==> src/rtl/calc_sequencer.sv <==
// Three-stage calculator sequencer: debounced buttons drive an operand/result FSM,
// a number-base toggle and a free-running 4-digit anode scanner.
module calc_sequencer #(
    parameter int unsigned DEBOUNCE_CYCLES = 1_000_000,
    parameter int unsigned SCAN_DIV        = 100_000
) (
    input  logic       clk,
    input  logic       reset_n,
    input  logic       btn_next,
    input  logic       btn_clear,
    input  logic       btn_base,
    input  logic       op_sel,
    output logic       en1,
    output logic       en2,
    output logic       en3,
    output logic       load1,
    output logic       load2,
    output logic       clear_ops,
    output logic       op_latched,
    output logic       is_dec,
    output logic [3:0] an
);

    localparam int unsigned DW = $clog2(DEBOUNCE_CYCLES);
    localparam int unsigned SW = (SCAN_DIV > 1) ? $clog2(SCAN_DIV) : 1;
    localparam logic [DW-1:0] DB_LAST   = DW'(DEBOUNCE_CYCLES - 1);
    localparam logic [SW-1:0] SCAN_LAST = SW'(SCAN_DIV - 1);

    typedef enum logic [2:0] {
        ENTER_A = 3'b001,
        ENTER_B = 3'b010,
        SHOW    = 3'b100
    } state_t;

    // Bit 0 = next, bit 1 = clear, bit 2 = base
    logic [2:0]    raw, sync1, sync2, level, level_d, rise, pulse;
    logic [DW-1:0] db_cnt [3];
    logic [SW-1:0] scan_cnt;
    state_t        state, state_nx;

    assign raw  = {btn_base, btn_clear, btn_next};
    assign rise = level & ~level_d;

    always_ff @(posedge clk or negedge reset_n) begin
        if (!reset_n) begin
            sync1   <= '0;
            sync2   <= '0;
            level   <= '0;
            level_d <= '0;
            pulse   <= '0;
            for (int unsigned i = 0; i < 3; i++) db_cnt[i] <= '0;
        end else begin
            sync1   <= raw;
            sync2   <= sync1;
            level_d <= level;
            pulse   <= rise;
            for (int unsigned i = 0; i < 3; i++) begin
                if (sync2[i] != level[i]) begin
                    if (db_cnt[i] == DB_LAST) begin
                        level[i]  <= sync2[i];
                        db_cnt[i] <= '0;
                    end else begin
                        db_cnt[i] <= db_cnt[i] + 1'b1;
                    end
                end else begin
                    db_cnt[i] <= '0;
                end
            end
        end
    end

    function automatic state_t advance(input state_t s, input logic nxt, input logic clr);
        if (clr) return ENTER_A;
        if (!nxt) return s;
        case (s)
            ENTER_A: return ENTER_B;
            ENTER_B: return SHOW;
            default: return ENTER_A;
        endcase
    endfunction

    assign state_nx = advance(state, pulse[0], pulse[1]);

    // Strobes are registered from the pre-pulse rise and the look-ahead state so they
    // are high exactly in the cycle whose closing edge performs the state change.
    always_ff @(posedge clk or negedge reset_n) begin
        if (!reset_n) begin
            state      <= ENTER_A;
            load1      <= 1'b0;
            load2      <= 1'b0;
            clear_ops  <= 1'b0;
            op_latched <= 1'b1;
            is_dec     <= 1'b1;
        end else begin
            state     <= state_nx;
            load1     <= rise[0] & ~rise[1] & (state_nx == ENTER_A);
            load2     <= rise[0] & ~rise[1] & (state_nx == ENTER_B);
            clear_ops <= rise[1];
            if (pulse[1])
                op_latched <= 1'b1;
            else if (pulse[0] && state == ENTER_B)
                op_latched <= op_sel;
            if (pulse[2])
                is_dec <= ~is_dec;
        end
    end

    assign {en3, en2, en1} = state;

    always_ff @(posedge clk or negedge reset_n) begin
        if (!reset_n) begin
            scan_cnt <= '0;
            an       <= 4'b1110;
        end else if (scan_cnt == SCAN_LAST) begin
            scan_cnt <= '0;
            an       <= {an[2:0], an[3]};
        end else begin
            scan_cnt <= scan_cnt + 1'b1;
        end
    end

endmodule
==> config.mk <==
export PLATFORM = sky130hd
export DESIGN_NAME = calc_sequencer
export DESIGN_NICKNAME = d
export VERILOG_FILES = /design/src/rtl/calc_sequencer.sv
export SDC_FILE = /design/constraint.sdc
export NUM_CORES = 1
export LEC_CHECK = 0
export CELL_PAD_IN_SITES_DETAIL_PLACEMENT = 0
export CELL_PAD_IN_SITES_GLOBAL_PLACEMENT = 1
export CORE_ASPECT_RATIO = 2
export CORE_MARGIN = 2
export CORE_UTILIZATION = 52
export CTS_CLUSTER_DIAMETER = 30
export CTS_CLUSTER_SIZE = 20
export DETAILED_ROUTE_END_ITERATION = 10
export PLACE_DENSITY_LB_ADDON = 0.1
export SYNTH_ARGS = -nofsm -noshare
export SYNTH_HDL_FRONTEND = slang
export SYNTH_SLANG_ARGS = --single-unit
==> constraint.sdc <==
create_clock -name clk -period 5.7 [get_ports clk]
set_clock_uncertainty 0.05 [all_clocks]
set_input_delay 1.425 -clock clk [delete_from_list [all_inputs] [get_ports clk]]
set_output_delay 1.425 -clock clk [all_outputs]
set_load 0.05 [all_outputs]
==> flow_summary.json, run 1 <==
{
  "outcome": "completed",
  "nNetsFinal": 470,
  "clkLatencyLatePin_ns": 0.34,
  "postLayoutSetupSlackWorst_ns": 2.52,
  "maxSlewHeadroom_pct": 44.3,
  "worst_r2r_startpoint": "db_cnt[15]$_DFF_PN0_",
  "route.detailed.vias_per_inst": 5.84,
  "power_density_nw_per_um2": 273,
  "timing.hold.worst.class": "reg2reg",
  "finalWorstPathRequiredPeriod_ns": 3.18,
  "placeableCoreArea_um2": 8890,
  "critPathMaxStageDelay_ns": 0.81,
  "static-leakage-power_nw": 2.19,
  "pre_cts_ws_ns": 2.88,
  "antenna_cells": 0,
  "worstMarginPinSlew_ns": 0.836,
  "finalSetupViolCount": 0,
  "ant_nets": 0,
  "first_global_vias": 3451,
  "syn_inst": 442,
  "cp.buffers_inverters": 1,
  "postSynthAreaPerCell_um2": 10.7,
  "grtUsageTotal_pct": 19.8,
  "ir_drop_mv": 0.161,
  "dp.cells": 551,
  "detail_route.drc_violations": 0,
  "global_route.overflow_total": 0,
  "globalplace.congestion": 0.744,
  "cts_buffer_depth": 2,
  "routed-via-count": 3312,
  "cts_setup_buffers": 0,
  "htreeDepth": 3,
  "finish.cell_count_without_fillers": 567,
  "pins_over_their_slew_limit": 0,
  "area_growth_pct": 12.5,
  "layout-drive-gt1-share_pct": 8.60,
  "cts.clk_slew.worst_paths_ns": 0.06,
  "grt_start_max_net_pins": 69,
  "share_seq_of_total_power_pct": 51.7,
  "dieWidth_um": 71.3,
  "critical_path_required_ns": 4.22,
  "placement.io_buffers": 17,
  "dp_hpwl_um": 6230,
  "synth-warning-count": 0,
  "numCtsBuffers": 9,
  "timing_hold_violations_final": 0,
  "critical_path.slowest_cell": "clkdlybuf4s50_1",
  "postCtsResizedCells": 0,
  "synth.ff_latch_count": 103,
  "min_from": "sync1[2]$_DFF_PN0_",
  "postSynthNetCount": 452,
  "yosys.area.top_type": "dfrtp_1",
  "fmax_ghz": 0.315,
  "cell_internal_pwr_w": 0.00116,
  "crit_type": "reg2out",
  "ios": 18,
  "cts_hold_repair.buffers": 0,
  "unrepaired_setup_endpoints_after_global_routing": "false",
  "clock_power_share_pct": 45.7,
  "critical_path.cell_chain": "clkdlybuf4s50_1",
  "switching_share_pct": 19.8,
  "switching_power_w": 0.000286,
  "syn_area_um2": 4710,
  "initial_util_pct": 53.0,
  "final.setup.tns_ns": 0,
  "comb_power_share_pct": 2.7,
  "tritoncts_clock_tree": "yes",
  "cp_data_arrival_time_ns": 1.70,
  "grt_antenna_before_repair": 0,
  "clkSinkCount": 103,
  "global_route_wire_length_before_repair_um": 15700,
  "cells_taking_the_most_area_after_synthesis": "dfrtp_1 (52%), xnor2_1 (5.8%), nor2_1 (4.5%)",
  "cts_root_buf": "clkbuf_16",
  "end_kind": "primary output",
  "max_cap_violations": 0,
  "fin_util_pct": 59.6,
  "initialDrtViolationCount": 138,
  "num_rows": 49,
  "crit_path_max_fanout": 4,
  "setup.worst_path.start": "state[0]$_DFF_PN1_",
  "wirelength_um": 8720,
  "setup.worst_path.start_class": "register",
  "critPathTopFamily": "buffers and inverters",
  "firstDrtPassIters": 4,
  "die_y_um": 139,
  "top_area_cell_type_share_of_the_netlist_area_pct": 51.6,
  "p_total_w": 0.00144,
  "seq_area_frac_synth_pct": 54.9,
  "fp.dieArea_um2": 9880,
  "synth_cell_types": 40,
  "period_share_pct": 55.8,
  "post_dr_wirelength_cell_um": 15.4
}
==> power groups by stage <==
stage / sequential (W) / combinational (W) / clock (W)
after floorplan: 0.000760 / 0.0000165 / 0
after global placement: 0.000759 / 0.0000394 / 0
after detailed placement: 0.000760 / 0.0000403 / 0
after CTS: 0.000746 / 0.0000404 / 0.000677
after global routing: 0.000747 / 0.0000454 / 0.000709
final: 0.000746 / 0.0000384 / 0.000659
==> Yosys cell counts <==
master,count
or4_4,1
nor3b_1,1
or3b_2,2
nor2b_1,4
nand4b_1,1
buf_2,2
xnor2_1,31
a211o_1,1
nor3_1,11
nand2_1,22
nand3_2,1
nor4_1,5
dfrtp_1,97
nor4bb_1,2
or3_1,12
inv_1,12
o21ai_0,12
a21oi_1,21
buf_6,1
o31ai_4,2
and4_1,9
or4b_1,2
nand4_1,18
nand4bb_1,3
xor2_1,23
nor2_1,56
clkbuf_1,10
a21o_1,2
dfstp_2,6
nor4b_1,1
o31ai_1,8
and3_1,6
or4b_2,1
mux2_2,7
or4_1,12
nand3_1,26
ha_1,4
nand2b_1,4
nor4_2,1
and2_1,2
==> per-layer routing <==
layer / vias to the layer above / wire length, um / share of wire, % / global-route usage, %
met5: - / 0 / 0 / 0
met4: 0 / 185 / 2.1 / 8.04
met3: 17 / 166 / 1.9 / 3.34
met2: 35 / 4920 / 56 / 36.0
met1: 1657 / 3450 / 40 / 22.2
li1: 1603 / - / - / -
==> cell type report <==
class / count / area [um2]
Tap cell: 102 / 128
Fill cell: 763 / 3590
Sequential cell: 103 / 2580
Multi-Input combinational cell: 314 / 2020
Clock inverter: 3 / 65.1
Timing Repair Buffer: 20 / 190
Inverter: 12 / 45.0
Clock buffer: 13 / 260
==> per-stage QoR <==
| stage | hold slack (ns) | instance area [um2] |
|---|---|---|
| after floorplan | 0.281 | 4710 |
| after global placement | 0.284 | 4970 |
| after detailed placement | 0.292 | 4970 |
| after CTS | 0.306 | 5300 |
| after global routing | 0.314 | 5300 |
| final | 0.307 | 5300 |
==> registers in the layout, indices dropped and copies added, names as in the netlist <==
register    flops
db_cnt         60
sync2           3
level           3
state           3
scan_cnt       17
load1           1
pulse           3
load2           1
sync1           3
is_dec          1
op_latched      1
level_d         3
an              4
==> path summary, 6_finish.rpt <==
path                                         to  slack (ns)  cells after the start
setup / recovery                            en1        2.52                      1
hold / removal               sync2[2]$_DFF_PN0_        0.31                      0
setup reg to reg           db_cnt[15]$_DFF_PN0_        3.20                      4
hold reg to reg              sync2[2]$_DFF_PN0_        0.31                      0
max in group asynchronous     an[1]$_DFFE_PN1N_        3.46                      2
min in group asynchronous  db_cnt[36]$_DFF_PN0_        1.14                      1
==> cells by family after synthesis <==
kind of cell / Yosys count / synth area share (%)
simple gates: 203 / 23.9
buf+inv: 25 / 2.21
xor+xnor: 54 / 10.0
compound gates: 46 / 6.19
flops: 103 / 54.9
mux: 7 / 1.67
fa+ha+maj: 4 / 1.06
==> cell usage in the layout (no fill, tap or decap), drive strengths merged, types with 10 or more instances in the layout <==
cell type / netlist / layout
nor2: 56 / 56
o31ai: 10 / 10
dfrtp: 97 / 97
clkdlybuf4s50: 0 / 16
or3: 12 / 12
inv: 12 / 12
nand4: 18 / 18
or4: 13 / 13
nor3: 11 / 11
o21ai: 12 / 12
a21oi: 21 / 21
clkbuf: 10 / 13
xnor2: 31 / 31
xor2: 23 / 23
nand2: 22 / 22
nand3: 27 / 27
Power figures use the tool's default switching activity.
==> inputs of run 2 (changes only) <==
Settings changed: CORE_UTILIZATION 52 to 44.
Clock period 5.7 ns to 2.85 ns, I/O delays scaled along.
==> run 2 against run 1 <==
Clock-buffer cell count down 2. Critical path type unchanged. Critical endpoint unchanged. Critical path depth stayed put. Non-clock buffer count rose by 6. Design area up 1.4%. Clock power rose by 87%. Die area is 17% higher. Core utilization fell by 8.3 points. Via count down 0.97%. Combinational power increased by 120%.
==> flow_summary.json, run 2 (synthesis gave the netlist of run 1 again) <==
{
  "unrepaired_setup_endpoints_after_global_routing": "false",
  "clock_power_share_pct": 43.7,
  "ant_nets": 0,
  "cp_data_arrival_time_ns": 1.70,
  "largest-register": "db_cnt",
  "postCtsResizedCells": 0,
  "dieWidth_um": 77.1,
  "firstDrtPassIters": 4,
  "switching_power_w": 0.000591,
  "regArea_um2": 2580,
  "reg_top3": "db_cnt (60), scan_cnt (17), an (4)",
  "final.setup.tns_ns": 0,
  "cts_hold_repair.buffers": 0,
  "end_kind": "primary output",
  "critPathMaxStageDelay_ns": 0.81,
  "setup.worst_path.start_class": "register",
  "route.detailed.vias_per_inst": 5.39,
  "htreeDepth": 3,
  "antenna_cells": 0,
  "crit_type": "reg2out",
  "share_seq_of_total_power_pct": 53.2,
  "nNetsFinal": 476,
  "grt_antenna_before_repair": 0,
  "wirelength_um": 9060,
  "critical_path.slowest_cell": "clkdlybuf4s50_1",
  "ir_drop_mv": 0.390,
  "critical_path.cell_chain": "clkdlybuf4s50_1",
  "finalWorstPathRequiredPeriod_ns": 2.46,
  "grtUsageTotal_pct": 17.3,
  "static-leakage-power_nw": 2.21,
  "timing.hold.worst.class": "in2async",
  "tritoncts_clock_tree": "yes",
  "hold-worst-slack_ns": 0.202,
  "num_rows": 53,
  "cts_root_buf": "clkbuf_16",
  "count_of_fill_cells_added_during_filler_insertion": 1023,
  "fmax_ghz": 0.407,
  "initial_util_pct": 44.9,
  "max_ffs_per_register": 60,
  "cts.clk_slew.worst_paths_ns": 0.07,
  "switching_share_pct": 21.1,
  "dp_hpwl_um": 6550,
  "layout.cells.most_common": "dfrtp_1",
  "period_share_pct": 86.3,
  "worstMarginPinSlew_ns": 0.552,
  "globalplace.congestion": 0.782,
  "cell_internal_pwr_w": 0.00221,
  "placeableCoreArea_um2": 10500,
  "layout-drive-gt1-share_pct": 9.98,
  "cts_buffer_depth": 2,
  "detail_route.drc_violations": 0,
  "max_cap_violations": 0,
  "pins_over_their_slew_limit": 0,
  "routed-via-count": 3280,
  "global_route_wire_length_before_repair_um": 16000,
  "crit_path_max_fanout": 4,
  "most_used_cells_in_the_layout_excluding_fill_and_tap_cells": "dfrtp_1 (97), nor2_1 (56), xnor2_1 (31)",
  "comb_power_share_pct": 3.0,
  "finalSetupViolCount": 0,
  "first_global_vias": 3387,
  "post_dr_wirelength_cell_um": 14.9,
  "die_y_um": 150,
  "cp.buffers_inverters": 1,
  "clkLatencyLatePin_ns": 0.34,
  "timing_hold_violations_final": 0,
  "cts_setup_buffers": 0,
  "global_route.overflow_total": 0,
  "fp.dieArea_um2": 11600,
  "ios": 18,
  "critPathTopFamily": "buffers and inverters",
  "outcome": "completed",
  "power_density_nw_per_um2": 521,
  "critical_path_required_ns": 2.09,
  "maxSlewHeadroom_pct": 62.9,
  "placement.io_buffers": 17,
  "fin_util_pct": 51.3,
  "multi_input_gate_area_in_the_final_layout_um2": 2020,
  "area_growth_pct": 14.1,
  "initialDrtViolationCount": 132,
  "clkSinkCount": 103,
  "grt_start_max_net_pins": 59,
  "numCtsBuffers": 9
}
-- run 2: cell count changes in the layout (fill, tap and decap cells not counted) --
cell | previous run | this run
clkbuf_8 | 2 | 1
clkinv_2 | 1 | 2
buf_4 | 4 | 9
buf_12 | 0 | 1
clkbuf_1 | 2 | 1
clkinv_4 | 0 | 2
bufinv_16 | 2 | 1
-- run 2: layout make-up --
class                      count  share of cell area (%)
clock buffer                  11                    4.52
tap                          137                    3.19
timing repair buffer          26                    4.61
sequential                   103                    48.1
clock inverter                 5                    1.07
multi-input combinational    314                    37.7
inverter                      12                   0.838
-- run 2: power groups by stage --
stage,combinational (W),clock [W],sequential [W]
after floorplan,0.0000330,0,0.00152
after global placement,0.0000885,0,0.00152
after detailed placement,0.0000897,0,0.00152
after CTS,0.0000898,0.00127,0.00149
after global routing,0.0000997,0.00133,0.00149
final,0.0000849,0.00123,0.00149
-- run 2: path summary, 6_finish.rpt --
check	cells past startpoint	slack, ns	startpoint	to
setup reg to reg	5	0.67	db_cnt[20]$_DFF_PN0_	db_cnt[38]$_DFF_PN0_
hold / removal	1	0.20	reset_n	db_cnt[24]$_DFF_PN0_
hold reg to reg	0	0.30	sync1[1]$_DFF_PN0_	sync2[1]$_DFF_PN0_
min in group clk	0	0.30	sync1[1]$_DFF_PN0_	sync2[1]$_DFF_PN0_
max in group asynchronous	2	1.87	reset_n	an[1]$_DFFE_PN1N_
setup / recovery	1	0.39	state[0]$_DFF_PN1_	en1
-- run 2: through the flow --
stage                     cell area, um2  cells  power (W)  worst slack, ns
after floorplan                     4710    442    0.00155            0.667
after global placement              5070    592    0.00161            0.670
after detailed placement            5070    592    0.00161            0.653
after CTS                           5370    608    0.00285            0.373
after global routing                5370    608    0.00292            0.352
final                               5370    608    0.00280            0.390
-- run 2: per-layer routing --
metal / share of wire, % / track usage, % / vias to the layer above
li1: - / - / 1614
met1: 39 / 19.2 / 1627
met2: 57 / 32.1 / 24
met3: 1.7 / 3.18 / 15
met4: 2.2 / 7.14 / 0
met5: 0 / 0 / -
==> inputs of run 3 (changes only) <==
Settings changed: PLACE_DENSITY set to 0.86, PLACE_DENSITY_LB_ADDON 0.1 to unset.
==> run 3 against run 2 <==
Power increased by 4.1%. Design area increased by 0.21%. Core utilization increased by 0.11 points. Die area unchanged.
==> flow_summary.json, run 3 (synthesis gave the netlist of run 1 again) <==
{
  "worstMarginPinSlew_ns": 0.748,
  "setup.worst_path.start_class": "register",
  "cp_data_arrival_time_ns": 1.68,
  "cts_hold_repair.buffers": 0,
  "pre_cts_ws_ns": 0.616,
  "routed-via-count": 3286,
  "area_growth_pct": 14.4,
  "placement.io_buffers": 17,
  "ios": 18,
  "timing_hold_violations_final": 0,
  "clkLatencyLatePin_ns": 0.34,
  "htreeDepth": 3,
  "layout-drive-gt1-share_pct": 9.40,
  "worst_r2r_path_depth": 3,
  "min_delay_path_depth": 0,
  "nNetsFinal": 473,
  "cts_buffer_depth": 2,
  "postLayoutSetupSlackWorst_ns": 0.408,
  "clkSinkCount": 103,
  "max_cap_violations": 0,
  "crit_path_max_fanout": 3,
  "cp.buffers_inverters": 1,
  "ant_nets": 0,
  "num_rows": 53,
  "ir_drop_mv": 0.370,
  "antenna_cells": 0,
  "crit_type": "reg2out",
  "dieWidth_um": 77.1,
  "global_route.overflow_total": 0,
  "globalplace.congestion": 0.808,
  "post_dr_wirelength_cell_um": 14.3,
  "postCtsResizedCells": 0,
  "grtUsageTotal_pct": 16.2,
  "grt_start_max_net_pins": 60,
  "cts_setup_buffers": 0,
  "initialDrtViolationCount": 141,
  "finalSetupViolCount": 0,
  "reg_top3": "db_cnt (60), scan_cnt (17), an (4)",
  "critPathMaxStageDelay_ns": 0.80,
  "timing.hold.worst.class": "reg2reg",
  "detail_route.drc_violations": 0,
  "finish.cell_count_without_fillers": 605,
  "static-leakage-power_nw": 2.21,
  "cts.clk_slew.worst_paths_ns": 0.06,
  "placeableCoreArea_um2": 10500,
  "cts_root_buf": "clkbuf_16",
  "wirelength_um": 8670,
  "fp.dieArea_um2": 11600,
  "global_route_wire_length_before_repair_um": 15100,
  "die_y_um": 150,
  "pins_over_their_slew_limit": 0,
  "numCtsBuffers": 9,
  "p_total_w": 0.00292,
  "initial_util_pct": 44.9,
  "fmax_ghz": 0.409,
  "tritoncts_clock_tree": "yes",
  "firstDrtPassIters": 4,
  "finalWorstPathRequiredPeriod_ns": 2.44,
  "final.setup.tns_ns": 0,
  "critPathTopFamily": "buffers and inverters",
  "end_kind": "primary output",
  "route.detailed.vias_per_inst": 5.43,
  "dp.cells": 589,
  "unrepaired_setup_endpoints_after_global_routing": "false",
  "critical_path.slowest_cell": "clkdlybuf4s50_1",
  "hold-worst-slack_ns": 0.301,
  "critical_path_required_ns": 2.09,
  "first_global_vias": 3366,
  "most_used_cells_in_the_layout_excluding_fill_and_tap_cells": "dfrtp_1 (97), nor2_1 (56), xnor2_1 (31)",
  "dp_hpwl_um": 6140,
  "maxSlewHeadroom_pct": 50.1,
  "critical_path.cell_chain": "clkdlybuf4s50_1",
  "outcome": "completed",
  "largest-register": "db_cnt",
  "max_ffs_per_register": 60,
  "period_share_pct": 85.7,
  "crit_cells": 1,
  "power_density_nw_per_um2": 542,
  "layout.cells.most_common": "dfrtp_1",
  "grt_antenna_before_repair": 0
}
[run 3: cell type report]
class	count	area, um2
Tap cell	137	171
Inverter	12	45.0
Multi-Input combinational cell	314	2020
Clock inverter	4	77.6
Sequential cell	103	2580
Fill cell	995	5090
Timing Repair Buffer	23	225
Clock buffer	12	256
[run 3: routing by layer]
layer	wire (um)	up-vias	part of all wire (%)	GRT usage, %
met5	0	-	0	0
met4	177	0	2.0	6.70
met3	190	14	2.2	3.12
met2	4880	43	56	30.2
met1	3430	1621	39	17.6
li1	-	1608	-	-
[run 3: worst paths after layout]
check                                       startpoint                     to  slack, ns
worst max-delay path                 an[3]$_DFFE_PN1N_                  an[3]       0.41
worst max register to register  scan_cnt[11]$_DFF_PN0_      an[0]$_DFFE_PN0N_       0.63
worst min register to register      sync1[0]$_DFF_PN0_     sync2[0]$_DFF_PN0_       0.30
min in group asynchronous                      reset_n   db_cnt[43]$_DFF_PN0_       0.38
max in group asynchronous                      reset_n  scan_cnt[9]$_DFF_PN0_       1.67
worst min-delay path                sync1[0]$_DFF_PN0_     sync2[0]$_DFF_PN0_       0.30
[run 3: where the power goes]
part | internal (W) | total (W) | leakage, nW | switching, W
sequential | 0.00148 | 0.00149 | 1.38 | 0.0000144
clock | 0.000821 | 0.00134 | 0.163 | 0.000521
combinational | 0.0000267 | 0.0000823 | 0.663 | 0.0000556
[run 3: through the flow]
stage,area (um2),util [%]
after global routing,5390,51.4
final,5390,51.4
after global placement,5050,48.2
after floorplan,4710,-
after detailed placement,5050,48.2
after CTS,5390,51.4
